==> src/rtl/pc_unit_if.sv <==
// pc_unit_if: fetch-side bus between control logic and the program counter unit.
// The master drives the control inputs (write enable, select, offsets, stall/halt)
// and observes the PC outputs; the slave is the pc_unit itself.
interface pc_unit_if;
  logic        PCWre;
  logic [1:0]  PCSrc;
  logic [15:0] immediate;
  logic [25:0] jaddr;
  logic        stall_req;
  logic        halt;
  logic [31:0] PC;
  logic [31:0] PC4;
  logic        fetch_valid;
  logic        halted;
  logic [31:0] instr_count;
  logic        pc_fault;

  modport master (
    output PCWre, PCSrc, immediate, jaddr, stall_req, halt,
    input  PC, PC4, fetch_valid, halted, instr_count, pc_fault
  );

  modport slave (
    input  PCWre, PCSrc, immediate, jaddr, stall_req, halt,
    output PC, PC4, fetch_valid, halted, instr_count, pc_fault
  );
endinterface

==> src/rtl/pc_unit.sv <==
// pc_unit: program counter with sequential / branch / jump / hold selection,
// a RUN-STALL-HALT control FSM and an advance counter.
// Optional feature macro PC_RANGE_CHECK_EN: when defined, a next-PC whose last
// instruction byte falls outside the instruction memory is refused and the unit
// parks in a FAULT state (pc_fault=1) until reset. When undefined, no range check
// exists and pc_fault is tied low.
module pc_unit #(
  parameter logic [31:0] RESET_PC  = 32'h0000_0000,
  parameter int          MEM_BYTES = 128
) (
  input  logic       CLK,
  input  logic       Reset,
  pc_unit_if.slave   bus
);

  // A memory smaller than one instruction word makes no sense.
  if (MEM_BYTES < 4) begin : g_bad_mem_bytes
    $error("pc_unit: MEM_BYTES must be at least 4");
  end

`ifdef PC_RANGE_CHECK_EN
  typedef enum logic [1:0] {
    ST_RUN   = 2'd0,
    ST_STALL = 2'd1,
    ST_HALT  = 2'd2,
    ST_FAULT = 2'd3
  } state_t;
`else
  typedef enum logic [1:0] {
    ST_RUN   = 2'd0,
    ST_STALL = 2'd1,
    ST_HALT  = 2'd2
  } state_t;
`endif

  state_t      state_q, state_d;
  logic [31:0] pc_q, pc_d;
  logic [31:0] count_q, count_d;

  logic [31:0] pc4;
  logic [31:0] branch_off;
  logic [31:0] pc_target;
  logic        pc_advance;
  logic        out_of_range;

  // Candidate next-PC from the select; arithmetic wraps modulo 2^32.
  always_comb begin
    pc4        = pc_q + 32'd4;
    branch_off = {{14{bus.immediate[15]}}, bus.immediate, 2'b00};
    pc_target  = pc_q;
    unique case (bus.PCSrc)
      2'b00:   pc_target = pc4;
      2'b01:   pc_target = pc4 + branch_off;
      2'b10:   pc_target = {pc4[31:28], bus.jaddr, 2'b00};
      default: pc_target = pc_q;
    endcase
    // Select 11 rewrites PC with itself; it is not an advance.
    pc_advance = (bus.PCSrc != 2'b11);
  end

`ifdef PC_RANGE_CHECK_EN
  logic [32:0] target_last_byte;

  // Last byte of the fetched word must lie inside instruction memory.
  // Done in 33 bits so targets near 2^32 cannot wrap back into range.
  always_comb begin
    target_last_byte = {1'b0, pc_target} + 33'd3;
    out_of_range     = (target_last_byte > 33'(MEM_BYTES - 1));
  end
`else
  assign out_of_range = 1'b0;
`endif

  // Next-state, next-PC and next-count decisions for the control FSM.
  always_comb begin
    state_d = state_q;
    pc_d    = pc_q;
    count_d = count_q;
    unique case (state_q)
      ST_RUN: begin
        if (bus.halt) begin
          // halt wins over stall and suppresses this cycle's PC write
          state_d = ST_HALT;
        end else if (bus.stall_req) begin
          state_d = ST_STALL;
        end else if (bus.PCWre) begin
          if (out_of_range) begin
`ifdef PC_RANGE_CHECK_EN
            state_d = ST_FAULT;
`endif
          end else begin
            pc_d = pc_target;
            if (pc_advance) begin
              count_d = count_q + 32'd1;
            end
          end
        end
      end
      ST_STALL: begin
        // halt is deliberately ignored while stalled
        if (!bus.stall_req) begin
          state_d = ST_RUN;
        end
      end
      ST_HALT: begin
        state_d = ST_HALT;
      end
`ifdef PC_RANGE_CHECK_EN
      ST_FAULT: begin
        state_d = ST_FAULT;
      end
`endif
      default: begin
        state_d = ST_RUN;
      end
    endcase
  end

  // State, PC and counter registers; reset overrides everything.
  always_ff @(posedge CLK) begin
    if (Reset) begin
      state_q <= ST_RUN;
      pc_q    <= RESET_PC;
      count_q <= 32'd0;
    end else begin
      state_q <= state_d;
      pc_q    <= pc_d;
      count_q <= count_d;
    end
  end

  // Outputs are straight decodes of the registers.
  always_comb begin
    bus.PC          = pc_q;
    bus.PC4         = pc_q + 32'd4;
    bus.fetch_valid = (state_q == ST_RUN);
    bus.halted      = (state_q == ST_HALT);
    bus.instr_count = count_q;
`ifdef PC_RANGE_CHECK_EN
    bus.pc_fault    = (state_q == ST_FAULT);
`else
    bus.pc_fault    = 1'b0;
`endif
  end

endmodule

==> src/flat_wrapper.sv <==
// flat-port wrapper written by rule: the top's interface ports become plain ports
module pc_unit_flat 
#(
  parameter logic [31:0] RESET_PC  = 32'h0000_0000,
  parameter int          MEM_BYTES = 128
)
  (CLK, Reset, bus_PCWre, bus_PCSrc, bus_immediate, bus_jaddr, bus_stall_req, bus_halt, bus_PC, bus_PC4, bus_fetch_valid, bus_halted, bus_instr_count, bus_pc_fault);
  pc_unit_if bus_i ();
  input  logic CLK;
  input  logic Reset;
  input wire logic [$bits(bus_i.PCWre)-1:0] bus_PCWre;
  input wire logic [$bits(bus_i.PCSrc)-1:0] bus_PCSrc;
  input wire logic [$bits(bus_i.immediate)-1:0] bus_immediate;
  input wire logic [$bits(bus_i.jaddr)-1:0] bus_jaddr;
  input wire logic [$bits(bus_i.stall_req)-1:0] bus_stall_req;
  input wire logic [$bits(bus_i.halt)-1:0] bus_halt;
  output wire logic [$bits(bus_i.PC)-1:0] bus_PC;
  output wire logic [$bits(bus_i.PC4)-1:0] bus_PC4;
  output wire logic [$bits(bus_i.fetch_valid)-1:0] bus_fetch_valid;
  output wire logic [$bits(bus_i.halted)-1:0] bus_halted;
  output wire logic [$bits(bus_i.instr_count)-1:0] bus_instr_count;
  output wire logic [$bits(bus_i.pc_fault)-1:0] bus_pc_fault;
  assign bus_i.PCWre = bus_PCWre;
  assign bus_i.PCSrc = bus_PCSrc;
  assign bus_i.immediate = bus_immediate;
  assign bus_i.jaddr = bus_jaddr;
  assign bus_i.stall_req = bus_stall_req;
  assign bus_i.halt = bus_halt;
  assign bus_PC = bus_i.PC;
  assign bus_PC4 = bus_i.PC4;
  assign bus_fetch_valid = bus_i.fetch_valid;
  assign bus_halted = bus_i.halted;
  assign bus_instr_count = bus_i.instr_count;
  assign bus_pc_fault = bus_i.pc_fault;
  pc_unit #(.RESET_PC(RESET_PC), .MEM_BYTES(MEM_BYTES)) u_core (.CLK(CLK), .Reset(Reset), .bus(bus_i));
endmodule
==> config.mk <==
export PLATFORM = sky130hd
export DESIGN_NAME = pc_unit_flat
export DESIGN_NICKNAME = d
export VERILOG_FILES = /design/src/rtl/pc_unit_if.sv /design/src/rtl/pc_unit.sv /design/src/flat_wrapper.sv
export SDC_FILE = /design/constraint.sdc
export NUM_CORES = 1
export LEC_CHECK = 0
export CORE_MARGIN = 3
export CORE_UTILIZATION = 54
export CTS_CLUSTER_SIZE = 10
export DETAILED_ROUTE_END_ITERATION = 10
export GPL_TIMING_DRIVEN = 0
export PLACE_DENSITY_LB_ADDON = 0.1
export SLEW_MARGIN = 5
export SYNTH_ARGS = -nofsm -noshare
export SYNTH_HDL_FRONTEND = slang
export SYNTH_SLANG_ARGS = --single-unit
==> constraint.sdc <==
create_clock -name CLK -period 7.39 [get_ports CLK]
set_input_delay 0.739 -clock CLK [delete_from_list [all_inputs] [get_ports CLK]]
set_output_delay 0.739 -clock CLK [all_outputs]
set_load 0.01 [all_outputs]
* Yosys cells after proc, flatten, opt, wreduce, memory -nomap -nowiden
Index checks and enable logic that the tools add are counted.
** Storage, ports and cells
- Input port bits :: 49
- Flip-flop bits (word level) :: 66
** Operators by class
- Muxes and demuxes :: 5
- $add $sub $neg :: 3
- Reductions and logical operators :: 6
- Equal/unequal tests :: 7
- Bitwise gates (word level) :: 2
** Operators by type and width (number)
- 32-bit case mux with 3 select lines :: 1
- 32-bit by 1-bit adder with 32-bit output (second input constant) :: 1
- 32-bit by 3-bit adder with 32-bit output (second input constant) :: 1
- 32-bit adder :: 1
- 5-bit AND reduction :: 2
- 2-bit 2-to-1 mux :: 3
- 2-bit case mux with 3 select lines :: 1
- 2-bit by 1-bit == test with 1-bit output (second input constant) :: 2
- 2-bit == test (second input constant) :: 2
- 2-bit logical NOT :: 2
- 2-bit inequality test (second input constant) :: 2
- 3-bit inequality test (second input constant) :: 1
- 3-bit nonzero test :: 1
- 1-bit NOT :: 2
- 2-bit AND reduction :: 1

* Longest topological paths before layout
- Word-level depth :: 3
- Mapped depth :: 17

* Least setup slack after synthesis
OpenSTA, ideal clock, no wires.
- Path type :: reg-to-reg
- Start :: register u_core.pc_q[2], in the netlist u_core.bus.PC[2]
- End :: register u_core.pc_q[31], in the netlist u_core.bus.PC[31]
- Slack :: 3474 ps
- Clock period less this slack :: 3916 ps
- Cell stages (with the launch flop) :: 18
- Arrival :: 3834 ps
- Library setup time :: 82 ps
- Data required time :: 7308 ps
- Cells stage by stage :: dfxtp_1 ha_1 and3_1 clkbuf_1 nand2_1 nor2_1 and3_1 xor2_1 ha_1 buf_6 and4_4 and3_1 a221oi_2 o22ai_1 o21ai_2 o21ai_1 or4b_1 o2111ai_1
** On the way
- Word-level cells in the longest chain between the ends :: 3
** Ends and longest elaborated chain
- start, declared :: line pc_unit.sv:37 : logic [31:0] pc_q, pc_d;
- start signal, assigned :: line pc_unit.sv:127 : pc_q <= pc_d;
- 32-bit by 3-bit adder with 32-bit output
- net bus_PC4[14] :: line flat_wrapper.sv:18 : output wire logic [$bits(bus_i.PC4)-1:0] bus_PC4;
- 32-bit adder :: line pc_unit.sv:53 : 2'b01: pc_target = pc4 + branch_off;
- 32-bit case mux with 3 select lines :: line pc_unit.sv:51 : unique case (bus.PCSrc)
The timed path passes the listed nets, and every way through them passes these cells.
A chain may end at the register's enable or synchronous reset.

* Worst setup path in the final report
- Start :: register u_core.pc_q[2], in the netlist u_core.bus.PC[2]
- End :: register u_core.pc_q[31], in the netlist u_core.bus.PC[31]
** On the way
- Word-level cells in the longest chain between the ends :: 3
** Ends and longest elaborated chain
- 32-bit by 3-bit adder with 32-bit output (*) :: line pc_unit.sv:48 : pc4 = pc_q + 32'd4;
- 32-bit adder :: line pc_unit.sv:53
- 32-bit case mux with 3 select lines (*) :: line pc_unit.sv:51
Every way passes the cells marked *; elsewhere a longest branch is shown, timed or not.

==> flow_summary.yaml <==
critical_path:
  path_delay_family: "compound AO/OA/AOI/OAI gates"
  cp.required_ps: 7660
  rr_endpoint: "u_core.bus.PC[31]"
  cp-start-kind: "flop"
  endpoint_kind: "flop"
  critical_path_class: "reg -> reg"
  cp_max_fo: 8
  path_cells: "ha_1 > and3_1 > clkbuf_1 > nand2_1 > nor2_1 > and3_1 > xor2_1 > ha_1 > buf_6 > a211oi_1 > o21ai_0 > a221oi_2 > o22ai_1 > o21ai_2 > o21ai_1 > or4b_1 > o2111ai_1"
  cpPeakStageDelay_ps: 500
  r2r_start: "u_core.bus.PC[2]"
  worstPathArrival_ps: 4880
  r2r_cells: 17
  critPathBufInv: 2
  rrSetupSlack_ps: 2780
  critPathSlowestCell: "or4b_1"
grt:
  antenna_found_initial: 0
  grt_pass1_wl_microns: 29840
  grt_overflow: 0
  grtUsageTotal_pct: 32.76
  grt_pass1_vias: 5998
  grt_start_max_net_pins: 21
cells_and_area:
  area_growth_pct: 32.51
  final_common_cell: "clkdlybuf4s50_1"
  layout.nets: 964
  n_fill_cell: 796
  drive_gt1_share_pct: 4.897
  final_cell_area_sq_um: 7272
  diodes: 0
  final_cell_mix: "clkdlybuf4s50_1 (142), nor2_1 (72), dfxtp_1 (64), nand2_1 (60), a21oi_1 (52)"
  register_area_sq_um: 1281
  final_cell_count_no_fill: 1011
  multi_input_area_sq_um: 3953
timing:
  report.final.slew_viol_count: 0
  setup-tns-final_ps: 0
  fmax_mhz: 216.9
  skew_ps: 7.914
  hold_viol_final: 0
  fin_crit_ps: 4610
  slew_headroom_pct: 38.64
  grt_setup_unrepaired: "false"
  final-setup-viol-count: 0
  finalWorstSetupSlack_ps: 2780
  worst_pin_slew_ps: 917.5
  finalCritPeriodShare_pct: 62.38
hold_path:
  holdPathEnd: "u_core.state_q[0]"
  whs_path_depth: 1
  min-delay-start: "u_core.state_q[1]"
  worstHoldPathType: "reg -> reg"
clocking:
  cts_inserted_buffers: 9
  cts_resized: 0
  insertion_delay_ps: 350
  clock_sinks: 64
  postCtsSetupBuffers: 0
  clk_pin_slew_worst_paths_ps: 80
  ctsHoldBuffers: 0
  htree_levels: 3
  cts_max_path_buffers: 2
  cts_root_buf: "clkbuf_8"
  cts_tree: "built"
drt:
  ant_nets: 0
  vias: 6246
  drt_first_iter_violations: 477
  wire_per_inst_microns: 18.80
  wirelength_microns: 19010
  vias_per_cell: 6.178
  drc_errors: 0
  detail_route.first_pass.iterations: 6
placement:
  place_congestion: 0.9714
  post_dp_cell_area_sq_um: 7091
  dp_hpwl_microns: 14670
  io_buffer_count: 142
  dp_worst_setup_slack_ps: 2927
  post-place-cells: 995
die:
  die_x_microns: 106.8
  die_area_sq_um: 11410
  start_util_pct: 55.89
  die_y_microns: 106.8
  coreArea_sq_um: 9819
  ios: 148
  rows: 36
pwr:
  vdd_drop_max_mv: 0.09126
  p_seq_share_pct: 41.8
  p_per_area_nw_per_um2: 117.7
  power.switching_uw: 283.7
  p_sw_share_pct: 33.14
  clkPwrFrac_pct: 34.0
  p_total_uw: 856.0
  p_int_uw: 572.3
  p_comb_share_pct: 24.2
  leakage_nw: 2.920
synth:
  synth_edf_count: 0
  yosysUniqueCellTypes: 73
  avgSynthCellArea_sq_um: 7.664
  yosys_warnings: 0
  syn_area_sq_um: 5488
  synth_cells: 716
  synth-main-ff-cell: "dfxtp_1"
  seq_area_frac_synth_pct: 23.35
  synth-async-reset-ratio_pct: 0
  ys_seq_elements: 64
run_status:
  status: "complete, no violations"
job:
  drv_cap: 0
cell families after synthesis:
group           count (synthesis)  synth area share [%]
buf+inv                        63                 4.902
simple gates                  279                 26.15
flops                          64                 23.35
other cells                     1               0.06833
compound gates                193                 23.94
mux                             2                0.3876
xor+xnor                       72                 11.49
fa+ha+maj                      42                 9.713
power by group through the flow:
stage | logic (mW) | registers, mW | clock network [mW]
floorplan | 0.116 | 0.365 | 0
global placement | 0.199 | 0.365 | 0
detailed placement | 0.201 | 0.365 | 0
CTS | 0.203 | 0.357 | 0.289
global route | 0.223 | 0.358 | 0.303
finish | 0.207 | 0.357 | 0.291
through the flow:
stage	hold slack [ps]	utilization (%)
6_report	494.7	74.06
3_3_place_gp	451.2	72.21
4_1_cts	486.7	74.06
2_1_floorplan	437.9	-
5_1_grt	527.7	74.06
3_5_place_dp	475.5	72.21
Yosys cell counts, types with 9 or more instances:
library cell / n / area (sq um)
nand3_1: 40 / 200.2
and2_1: 9 / 56.30
a211oi_1: 9 / 67.56
a21oi_1: 52 / 260.3
nand4_1: 15 / 93.84
ha_1: 41 / 513.0
clkbuf_1: 32 / 120.1
o21ai_0: 31 / 155.2
xor2_1: 31 / 271.5
nor2_1: 72 / 270.3
nand2_1: 60 / 225.2
a221oi_1: 11 / 96.34
dfxtp_1: 64 / 1281
inv_1: 22 / 82.58
xnor2_1: 41 / 359.1
or3_1: 9 / 56.30
a21o_1: 18 / 135.1
and3_1: 21 / 131.4
nor3_1: 15 / 75.07
a31oi_1: 9 / 56.30
flip-flops by register name, indices dropped and copies added (netlist names):
register and flops:
u_core.bus.PC 30, u_core.bus.instr_count 32, u_core.state_q 2
worst register-to-register path, stage by stage (launching register included):
cell,delay (ps)
dfxtp_1,490
ha_1,300
and3_1,180
clkbuf_1,210
nand2_1,150
nor2_1,230
and3_1,270
xor2_1,230
ha_1,280
buf_6,140
a211oi_1,300
o21ai_0,180
a221oi_2,320
o22ai_1,170
o21ai_2,270
o21ai_1,200
or4b_1,510
o2111ai_1,110
routing by layer:
layer | GRT usage (%) | share of wire (%) | vias up
met5 | 0 | 0 | -
met4 | 12.97 | 3.0 | 0
met3 | 5.840 | 10 | 56
met2 | 54.41 | 47 | 392
met1 | 42.12 | 40 | 2867
li1 | - | - | 2931
how the worst max path moves through the flow:
stage	start	slack [ps]	endpoint	cells after the start
after global routing	u_core.bus.PC[2]	2570	u_core.bus.PC[29]	17
after detailed placement	u_core.bus.PC[2]	2930	u_core.bus.PC[31]	17
after global placement	u_core.bus.PC[2]	3040	u_core.bus.PC[31]	17
final	u_core.bus.PC[2]	2780	u_core.bus.PC[31]	17
after CTS	u_core.bus.PC[2]	2860	u_core.bus.PC[31]	17
after floorplan	u_core.bus.PC[2]	3470	u_core.bus.PC[31]	17
cell type report:
cell class                 count  area share (%)
multi-input combinational    593           54.35
timing repair buffer         142           19.55
sequential                    64           17.62
buffer                        41           2.564
tap                          133           2.288
clock buffer                  10           1.893
inverter                      22           1.136
clock inverter                 6          0.6022
Note: power is estimated with default switching activity, not from simulation.
